`src/rtl/sample_sched_pkg.sv`:
```
// Shared types and widths for the sample frame scheduler.
// Frames pair one frequency word with one amplitude word.
package sample_sched_pkg;

    localparam int FREQ_W = 14;
    localparam int AMP_W  = 8;

    typedef enum logic [0:0] {
        WORD_FREQ = 1'b0,
        WORD_AMP  = 1'b1
    } word_type_e;

    typedef enum logic [0:0] {
        WAIT_FREQ = 1'b0,
        WAIT_AMP  = 1'b1
    } asm_state_e;

    typedef struct packed {
        logic [FREQ_W-1:0] freq;
        logic [AMP_W-1:0]  amp;
    } frame_t;

endpackage

```
`src/rtl/sample_sched_if.sv`:
```
// Word input, playback tick and sample output bundle.
// LEVEL_W must equal $clog2(FIFO_DEPTH)+1 of the scheduler.
interface sample_sched_if
    import sample_sched_pkg::*;
#(
    parameter int LEVEL_W = 3
);

    logic               word_valid;
    logic [15:0]        word_data;
    logic               sample_tick;
    logic [FREQ_W-1:0]  outputFrequencySample;
    logic [AMP_W-1:0]   outputAmplitudeSample;
    logic               sample_strobe;
    logic [LEVEL_W-1:0] fifo_level;
    logic               frame_error;
    logic               link_active;

    modport master (
        output word_valid,
        output word_data,
        output sample_tick,
        input  outputFrequencySample,
        input  outputAmplitudeSample,
        input  sample_strobe,
        input  fifo_level,
        input  frame_error,
        input  link_active
    );

    modport slave (
        input  word_valid,
        input  word_data,
        input  sample_tick,
        output outputFrequencySample,
        output outputAmplitudeSample,
        output sample_strobe,
        output fifo_level,
        output frame_error,
        output link_active
    );

endinterface

```
`src/rtl/sample_frame_fifo.sv`:
```
// Frame FIFO with registered read port and level counter.
// A push while full is accepted only if a pop frees a slot in the same cycle.
module sample_frame_fifo
    import sample_sched_pkg::*;
#(
    parameter int DEPTH = 4
) (
    input  logic                   clk,
    input  logic                   rst,
    input  logic                   push,
    input  frame_t                 wr_frame,
    input  logic                   pop,
    output frame_t                 rd_frame,
    output logic                   full,
    output logic                   empty,
    output logic                   overflow,
    output logic [$clog2(DEPTH):0] level
);

    localparam int AW = $clog2(DEPTH);
    localparam int LW = AW + 1;

    frame_t        mem_q [DEPTH];
    logic [AW-1:0] wr_ptr_q, wr_ptr_d;
    logic [AW-1:0] rd_ptr_q, rd_ptr_d;
    logic [LW-1:0] level_q, level_d;
    frame_t        rd_q, rd_d;
    logic          do_push, do_pop;

    assign empty    = (level_q == '0);
    assign full     = (level_q == LW'(DEPTH));
    assign do_pop   = pop && !empty;
    assign do_push  = push && (!full || do_pop);
    assign overflow = push && !do_push;
    assign rd_frame = rd_q;
    assign level    = level_q;

    always_comb begin
        wr_ptr_d = wr_ptr_q;
        rd_ptr_d = rd_ptr_q;
        level_d  = level_q;
        rd_d     = rd_q;
        if (do_push) begin
            wr_ptr_d = wr_ptr_q + AW'(1);
        end
        if (do_pop) begin
            rd_ptr_d = rd_ptr_q + AW'(1);
            rd_d     = mem_q[rd_ptr_q];
        end
        unique case ({do_push, do_pop})
            2'b10:   level_d = level_q + LW'(1);
            2'b01:   level_d = level_q - LW'(1);
            default: level_d = level_q;
        endcase
    end

    // Storage needs no reset; validity is tracked by the level.
    always_ff @(posedge clk) begin
        if (do_push) begin
            mem_q[wr_ptr_q] <= wr_frame;
        end
    end

    always_ff @(posedge clk) begin
        if (rst) begin
            wr_ptr_q <= '0;
            rd_ptr_q <= '0;
            level_q  <= '0;
            rd_q     <= '0;
        end else begin
            wr_ptr_q <= wr_ptr_d;
            rd_ptr_q <= rd_ptr_d;
            level_q  <= level_d;
            rd_q     <= rd_d;
        end
    end

endmodule

```
`src/rtl/sample_frame_scheduler.sv`:
```
// Assembles frequency/amplitude word pairs into frames and plays them
// out one per sample tick, muting after a run of underruns.
module sample_frame_scheduler
    import sample_sched_pkg::*;
#(
    parameter int FIFO_DEPTH     = 4,
    parameter int TIMEOUT_CYCLES = 2048,
    parameter int MUTE_TICKS     = 64
) (
    input logic           CLK_50Mhz,
    input logic           reset,
    sample_sched_if.slave bus
);

    localparam int TW = $clog2(TIMEOUT_CYCLES + 1);
    localparam int UW = $clog2(MUTE_TICKS + 1);
    localparam int LW = $clog2(FIFO_DEPTH) + 1;

    asm_state_e        state_q, state_d;
    logic [FREQ_W-1:0] pend_q, pend_d;
    logic [TW-1:0]     tmo_q, tmo_d;
    logic [UW-1:0]     urun_q, urun_d;
    logic              err_q, err_d;
    logic              strobe_q, strobe_d;

    word_type_e        wtype;
    logic              push, proto_err;
    logic              pop_ok;
    frame_t            wr_frame, rd_frame;
    logic              fifo_full, fifo_empty, overflow;
    logic [LW-1:0]     level;
    logic              muted;
    logic              unused_bits;

    assign wtype       = word_type_e'(bus.word_data[15]);
    assign unused_bits = ^{bus.word_data[14], fifo_full};

    assign wr_frame.freq = pend_q;
    assign wr_frame.amp  = bus.word_data[AMP_W-1:0];

    sample_frame_fifo #(
        .DEPTH(FIFO_DEPTH)
    ) u_fifo (
        .clk      (CLK_50Mhz),
        .rst      (reset),
        .push     (push),
        .wr_frame (wr_frame),
        .pop      (bus.sample_tick),
        .rd_frame (rd_frame),
        .full     (fifo_full),
        .empty    (fifo_empty),
        .overflow (overflow),
        .level    (level)
    );

    // Pop decision uses the pre-cycle level, so a same-cycle push
    // into an empty FIFO cannot satisfy the tick.
    assign pop_ok = bus.sample_tick && !fifo_empty;

    always_comb begin
        state_d   = state_q;
        pend_d    = pend_q;
        tmo_d     = tmo_q;
        push      = 1'b0;
        proto_err = 1'b0;
        unique case (state_q)
            WAIT_FREQ: begin
                if (bus.word_valid) begin
                    if (wtype == WORD_FREQ) begin
                        pend_d  = bus.word_data[FREQ_W-1:0];
                        tmo_d   = '0;
                        state_d = WAIT_AMP;
                    end else begin
                        proto_err = 1'b1;
                    end
                end
            end
            WAIT_AMP: begin
                if (bus.word_valid) begin
                    tmo_d = '0;
                    if (wtype == WORD_FREQ) begin
                        pend_d    = bus.word_data[FREQ_W-1:0];
                        proto_err = 1'b1;
                    end else begin
                        push    = 1'b1;
                        state_d = WAIT_FREQ;
                    end
                end else if (tmo_q + TW'(1) == TW'(TIMEOUT_CYCLES)) begin
                    tmo_d     = '0;
                    proto_err = 1'b1;
                    state_d   = WAIT_FREQ;
                end else begin
                    tmo_d = tmo_q + TW'(1);
                end
            end
            default: state_d = WAIT_FREQ;
        endcase
    end

    always_comb begin
        urun_d   = urun_q;
        strobe_d = pop_ok;
        err_d    = proto_err || overflow;
        unique case (1'b1)
            pop_ok: urun_d = '0;
            bus.sample_tick && fifo_empty && (urun_q < UW'(MUTE_TICKS)):
                urun_d = urun_q + UW'(1);
            default: urun_d = urun_q;
        endcase
    end

    always_ff @(posedge CLK_50Mhz) begin
        if (reset) begin
            state_q  <= WAIT_FREQ;
            pend_q   <= '0;
            tmo_q    <= '0;
            urun_q   <= UW'(MUTE_TICKS);
            err_q    <= 1'b0;
            strobe_q <= 1'b0;
        end else begin
            state_q  <= state_d;
            pend_q   <= pend_d;
            tmo_q    <= tmo_d;
            urun_q   <= urun_d;
            err_q    <= err_d;
            strobe_q <= strobe_d;
        end
    end

    assign muted = (urun_q >= UW'(MUTE_TICKS));

    assign bus.outputFrequencySample = rd_frame.freq;
    assign bus.outputAmplitudeSample = muted ? '0 : rd_frame.amp;
    assign bus.sample_strobe         = strobe_q;
    assign bus.fifo_level            = level;
    assign bus.frame_error           = err_q;
    assign bus.link_active           = !muted;

endmodule

```
`src/flat_wrapper.sv`:
```
// flat-port wrapper written by rule: the top's interface ports become plain ports
module sample_frame_scheduler_flat import sample_sched_pkg::*;
#(
    parameter int FIFO_DEPTH     = 4,
    parameter int TIMEOUT_CYCLES = 2048,
    parameter int MUTE_TICKS     = 64
)
  (CLK_50Mhz, reset, bus_word_valid, bus_word_data, bus_sample_tick, bus_outputFrequencySample, bus_outputAmplitudeSample, bus_sample_strobe, bus_fifo_level, bus_frame_error, bus_link_active);
  sample_sched_if #(.LEVEL_W(3)) bus_i ();
  input logic CLK_50Mhz;
  input logic reset;
  input wire logic [$bits(bus_i.word_valid)-1:0] bus_word_valid;
  input wire logic [$bits(bus_i.word_data)-1:0] bus_word_data;
  input wire logic [$bits(bus_i.sample_tick)-1:0] bus_sample_tick;
  output wire logic [$bits(bus_i.outputFrequencySample)-1:0] bus_outputFrequencySample;
  output wire logic [$bits(bus_i.outputAmplitudeSample)-1:0] bus_outputAmplitudeSample;
  output wire logic [$bits(bus_i.sample_strobe)-1:0] bus_sample_strobe;
  output wire logic [$bits(bus_i.fifo_level)-1:0] bus_fifo_level;
  output wire logic [$bits(bus_i.frame_error)-1:0] bus_frame_error;
  output wire logic [$bits(bus_i.link_active)-1:0] bus_link_active;
  assign bus_i.word_valid = bus_word_valid;
  assign bus_i.word_data = bus_word_data;
  assign bus_i.sample_tick = bus_sample_tick;
  assign bus_outputFrequencySample = bus_i.outputFrequencySample;
  assign bus_outputAmplitudeSample = bus_i.outputAmplitudeSample;
  assign bus_sample_strobe = bus_i.sample_strobe;
  assign bus_fifo_level = bus_i.fifo_level;
  assign bus_frame_error = bus_i.frame_error;
  assign bus_link_active = bus_i.link_active;
  sample_frame_scheduler #(.FIFO_DEPTH(FIFO_DEPTH), .TIMEOUT_CYCLES(TIMEOUT_CYCLES), .MUTE_TICKS(MUTE_TICKS)) u_core (.CLK_50Mhz(CLK_50Mhz), .reset(reset), .bus(bus_i));
endmodule
```
`config.mk`:
```
export PLATFORM = sky130hd
export DESIGN_NAME = sample_frame_scheduler_flat
export DESIGN_NICKNAME = d
export VERILOG_FILES = /design/src/rtl/sample_sched_pkg.sv /design/src/rtl/sample_sched_if.sv /design/src/rtl/sample_frame_fifo.sv /design/src/rtl/sample_frame_scheduler.sv /design/src/flat_wrapper.sv
export SDC_FILE = /design/constraint.sdc
export NUM_CORES = 1
export LEC_CHECK = 0
export CAP_MARGIN = 20
export CORE_UTILIZATION = 45
export DETAILED_ROUTE_END_ITERATION = 10
export GPL_TIMING_DRIVEN = 0
export SLEW_MARGIN = 20
export SYNTH_ARGS = -nofsm -noshare
export SYNTH_HDL_FRONTEND = slang
export SYNTH_HIERARCHICAL = 1
export SYNTH_SLANG_ARGS = --single-unit
```
`constraint.sdc`:
```
create_clock -name CLK_50Mhz -period 2.69 [get_ports CLK_50Mhz]
set_input_delay 0.4035 -clock CLK_50Mhz [delete_from_list [all_inputs] [get_ports CLK_50Mhz]]
set_output_delay 0.4035 -clock CLK_50Mhz [all_outputs]
set_load 0.01 [all_outputs]
```
Yosys cells after proc, flatten, opt, wreduce, memory -nomap -nowiden --
Memories as Yosys holds them, arrays and structs flattened. A register that Yosys moved wholly into a read port is not among the register bits. Cells that the tools add are included.
Word-level totals: register bits after elaboration 43, latch bits 0, bits in writable memories 88, memory bits (read-only) 0, output and inout port bits 28, memories 1
Memories:
- u_core.u_fifo.mem_q | words 4, width 22, read ports 1, clocked after memory_dff 1, write ports 1, RTL line sample_frame_fifo.sv:23 | frame_t mem_q [DEPTH];
Operators by class: add/sub/neg operators 6, multipliers 0, div/mod/pow operators 0, magnitude comparators 2, equal/unequal tests 6, shift operators 0, multiplexer cells 23, bitwise gates (word level) 2, reduce and logical (&&, ||, !) cells 16
Operators by type and width (number):
- $mux W12 | 4
- $mux W14 | 2
- $pmux W12 S2 | 1
- $pmux W7 S2 | 1
- $add A12 B1 Y12 const B | 1
- $eq A12 B12 Y1 const B | 1
- $mux W1 | 11
- $mux W8 | 1
- $add A7 B1 Y7 const B | 1
- $ge A7 B7 Y1 const B | 1
- $lt A7 B7 Y1 const B | 1
- $pmux W3 S2 | 1
- $logic_and A1 B1 Y1 | 5
- $add A2 B1 Y2 const B | 2
- $logic_not A1 Y1 | 4
- $ne A2 B2 Y1 const B | 2
- $pmux W1 S2 | 2
- $reduce_and A2 Y1 | 2
- $reduce_bool A2 Y1 | 2
- $add A3 B1 Y3 const B | 1
- $eq A3 B3 Y1 const B | 1
- $logic_not A3 Y1 | 1
- $sub A3 B1 Y3 const B | 1
- $eq A2 B1 Y1 const B | 1
- other kinds (3) | 5

Logic depth before layout (Yosys ltp) --
word-level depth 8, gate-level depth with buffers 8, gate-level depth less buffers 7

By module --
The synthesis kept the hierarchy.
Modules (own cells, without submodules):
- sample_frame_fifo | instances 1, cells an instance 268, area an instance 4411.7 sq um, sequential area each 3223.1 sq um
- sample_frame_scheduler | instances 1, cells an instance 231, area an instance 1845.5 sq um, sequential area each 720.7 sq um

Worst setup path before layout --
Ideal clock, no wire load.
path type flip-flop to flip-flop, start register u_core.state_q, end memory u_core/u_fifo/mem_q[0][0] (netlist name) (enable), data arrival time 1.698 ns, data required time 2.309 ns, slack 0.611 ns, cell stages (with the launch flop) 6, path buffers 2, period minus slack after synthesis 2.079 ns, cell sequence dfxtp_1 > clkbuf_1 > and3_1 > buf_2 > o21a_1 > and2_1
Between the ends: word-level cells in the longest chain between the ends 4
RTL lines:
- start: declaration | RTL line sample_frame_scheduler.sv:19 | asm_state_e state_q, state_d;
- start signal: assignment | RTL line sample_frame_scheduler.sv:121 | state_q <= state_d;
- $mux W1 | RTL line sample_frame_scheduler.sv:66 | unique case (state_q)
- net u_core.push | RTL line sample_frame_scheduler.sv:27 | logic push, proto_err;
- $logic_and A1 B1 Y1 | RTL line sample_frame_fifo.sv:33 | assign do_push = push && (!full || do_pop);
- $mux W1 | RTL line sample_frame_fifo.sv:59 | if (do_push) begin
- $mux W1 (implied by the code) | RTL line sample_frame_fifo.sv:60 | mem_q[wr_ptr_q] <= wr_frame;
- end: declaration | RTL line sample_frame_fifo.sv:23
The timed path passes the listed nets, and every way through them passes these cells.

Worst setup path in the final report --
start register u_core.tmo_q[0], end register u_core.tmo_q[3]
Between the ends: word-level cells in the longest chain between the ends 5
RTL lines:
- start: declaration | RTL line sample_frame_scheduler.sv:21 | logic [TW-1:0] tmo_q, tmo_d;
- start signal: assignment | RTL line sample_frame_scheduler.sv:123 | tmo_q <= tmo_d;
- $add A12 B1 Y12 * | RTL line sample_frame_scheduler.sv:88, sample_frame_scheduler.sv:93
- $eq A12 B12 Y1 | RTL line sample_frame_scheduler.sv:88 | end else if (tmo_q + TW'(1) == TW'(TIMEOUT_CYCLES)) begin
- $mux W12 * | RTL line sample_frame_scheduler.sv:88
- $mux W12 * | RTL line sample_frame_scheduler.sv:79 | if (bus.word_valid) begin
- $pmux W12 S2 * | RTL line sample_frame_scheduler.sv:66
Mark *: on every way between the ends. The rest lies on a longest branch, timed or not. A chain may end at the register's enable or synchronous reset.

==> impl_metrics.csv <==
group,metric,value,unit
job,cap_violations,0,
cells_and_area,multiInputGateArea,2120,um2
logic_synthesis,syn_area,6250,um2
floorplan,die_w,120,um
placed_design,gp_routability_congestion,0.839,
grt,grt_max_degree,23,
placed_design,portBuffers,46,
logic_synthesis,synth_nets,527,
critical_path,cpPeakStageDelay,0.43,ns
critical_path,required,2.99,ns
sta,worst_pin_slew,1.01,ns
drt,via_per_inst,5.35,
cells_and_area,fin_util,55.9,%
power,p_per_area,668,nW/um2
sta,finalClockSkew,0.00672,ns
critical_path,crit_cells,7,
floorplan,core_area,13400,um2
outcome,status,"finished, final reports clean",
placed_design,hpwlAfterDp,8.05,mm
clock_tree,ctsHtreeMaxLevel,4,
power,peakVddDrop,0.512,mV
clock_tree,insertion_delay,0.41,ns
sta,maxSlewViolCount,0,
power,power.total,0.00500,W
placed_design,dp.cells,720,
critical_path,critical_path_buf_inv_count,0,
cells_and_area,fillCellCount,1170,
grt,track_usage,18.7,%
logic_synthesis,synthCells,498,
min_path,min_path_type,"reg -> reg",
drt,vias,4020,
clock_tree,cts_tree,"yes",
critical_path,cp_max_fo,8,
sta,rsz0062_at_grt,"no",
floorplan,rows,42,
floorplan,start_util,46.7,%
sta,fmax,0.401,GHz
drt,dr.pass1.iters,4,
critical_path,crit_arrival,2.80,ns
cells_and_area,drive_above_1_share,13.5,%
cells_and_area,final_common_cell,"edfxtp_1",
clock_tree,post_cts_buffers,0,
drt,wl,12.7,mm
cells_and_area,diodes,0,
critical_path,ff2ff_path_depth,7,
grt,grt_first_pass_wirelength,19.5,mm
power,p_leak,2.44,nW
cells_and_area,fin_cells,752,
sta,hold_violations,0,
logic_synthesis,synth.avg_cell_area,12.6,um2
sta,max_slew_margin,32.3,%
grt,grt_remaining_overflow,0,
min_path,min_delay_path_depth,2,
clock_tree,cts_buffers,17,
grt,grt_antenna_before_repair,0,
cells_and_area,area_growth,19.7,%
logic_synthesis,yosys_warnings,6,
cells_and_area,final_nets,592,
critical_path,cp-end-kind,"flop",
critical_path,crit_family,"simple AND/OR/NAND/NOR gates",
clock_tree,holdBufCountCts,0,
critical_path,start_kind,"flop",
floorplan,die_area,14400,um2
drt,drc,0,
drt,drtAntennaViolNets,0,
cells_and_area,layout_common_cells,"88 x edfxtp_1, 84 x nand2_1, 65 x dfxtp_1, 49 x a21oi_1, 46 x clkdlybuf4s50_1",
cells_and_area,regArea,3940,um2
sta,min_period,2.50,ns
grt,grt_pass1_vias,3761,
floorplan,pin_count,48,
clock_tree,cts.clk_slew.worst_paths,0.06,ns
drt,detail_route.wl_per_cell,16.9,um
drt,dr.first_iter.drc_count,227,
floorplan,die_height,120,um
sta,setup_tns,0,ns
critical_path,path_cells,"ha_1 -> nand3_2 -> nor4_1 -> o211ai_1 -> nor4b_4 -> nor3_4 -> a221o_1",
clock_tree,ctsResizeCount,0,
sta,finalSetupViolCount,0,
critical_path,cpMaxStageDelayCell,"dfxtp_1",
sta,hold_slack,0.447,ns
clock_tree,clockBufferDepth,2,
clock_tree,clockRootBuffer,"clkbuf_16",
sta,post-route-period-util,92.8,%
clock_tree,cts.sinks,153,
critical_path,critPathKind,"reg -> reg",
[area by class of cell]
class	instances	share of cell area, %
inverter	14	0.702
timing repair buffer	46	6.15
sequential	153	52.7
multi-input combinational	303	28.4
buffer	28	1.85
clock inverter	12	1.35
tap	176	2.94
clock buffer	20	5.97
[metrics by stage]
step | setup WS (ns) | cell area [um2]
final | 0.193 | 7490
after global routing | 0.0106 | 7490
after CTS | 0.214 | 7490
after detailed placement | -0.220 | 6940
after global placement | -0.466 | 6930
after floorplan | 0.611 | 6250
[layer usage]
| layer | track usage, % | share of wire [%] |
|---|---|---|
| met1 | 24.8 | 45 |
| met4 | 7.81 | 2.1 |
| met2 | 29.9 | 48 |
| met3 | 4.04 | 4.1 |
| met5 | 0 | 0 |
[final timing paths]
kind                            slack (ns)                                   start                                     end
worst min register to register        0.45  u_core/u_fifo/rd_frame[0]$_SDFFE_PP0P_  u_core/u_fifo/rd_frame[0]$_SDFFE_PP0P_
worst min-delay path                  0.45  u_core/u_fifo/rd_frame[0]$_SDFFE_PP0P_  u_core/u_fifo/rd_frame[0]$_SDFFE_PP0P_
worst max-delay path                  0.19            u_core/tmo_q[0]$_SDFFE_PP0P_            u_core/tmo_q[3]$_SDFFE_PP0P_
worst max register to register        0.19            u_core/tmo_q[0]$_SDFFE_PP0P_            u_core/tmo_q[3]$_SDFFE_PP0P_
[state kept, by name, summed over array words and instances (netlist names)]
signal / cells
u_core/urun_q: 7
u_core/u_fifo/rd_frame: 22
u_core/tmo_q: 12
u_core/u_fifo/mem_q: 88
u_core/state_q: 1
u_core/u_fifo/level: 3
u_core/bus.sample_strobe: 1
u_core/u_fifo/wr_ptr_q: 2
u_core/u_fifo/rd_ptr_q: 2
u_core/bus.frame_error: 1
u_core/pend_q: 14
[report_power, final]
group	internal (W)	switching [W]	leakage [nW]	total, W
combinational	0.000123	0.000157	0.841	0.000280
clock	0.00129	0.000900	0.272	0.00219
sequential	0.00250	0.0000255	1.33	0.00253
total	0.00392	0.00108	2.44	0.00500
[worst reg2reg max path, cell delays in order (launching register included)]
cell	delay, ns
dfxtp_1	0.43
ha_1	0.30
nand3_2	0.20
nor4_1	0.35
o211ai_1	0.21
nor4b_4	0.42
nor3_4	0.12
a221o_1	0.36
Note: power is estimated with default switching activity, not from simulation.
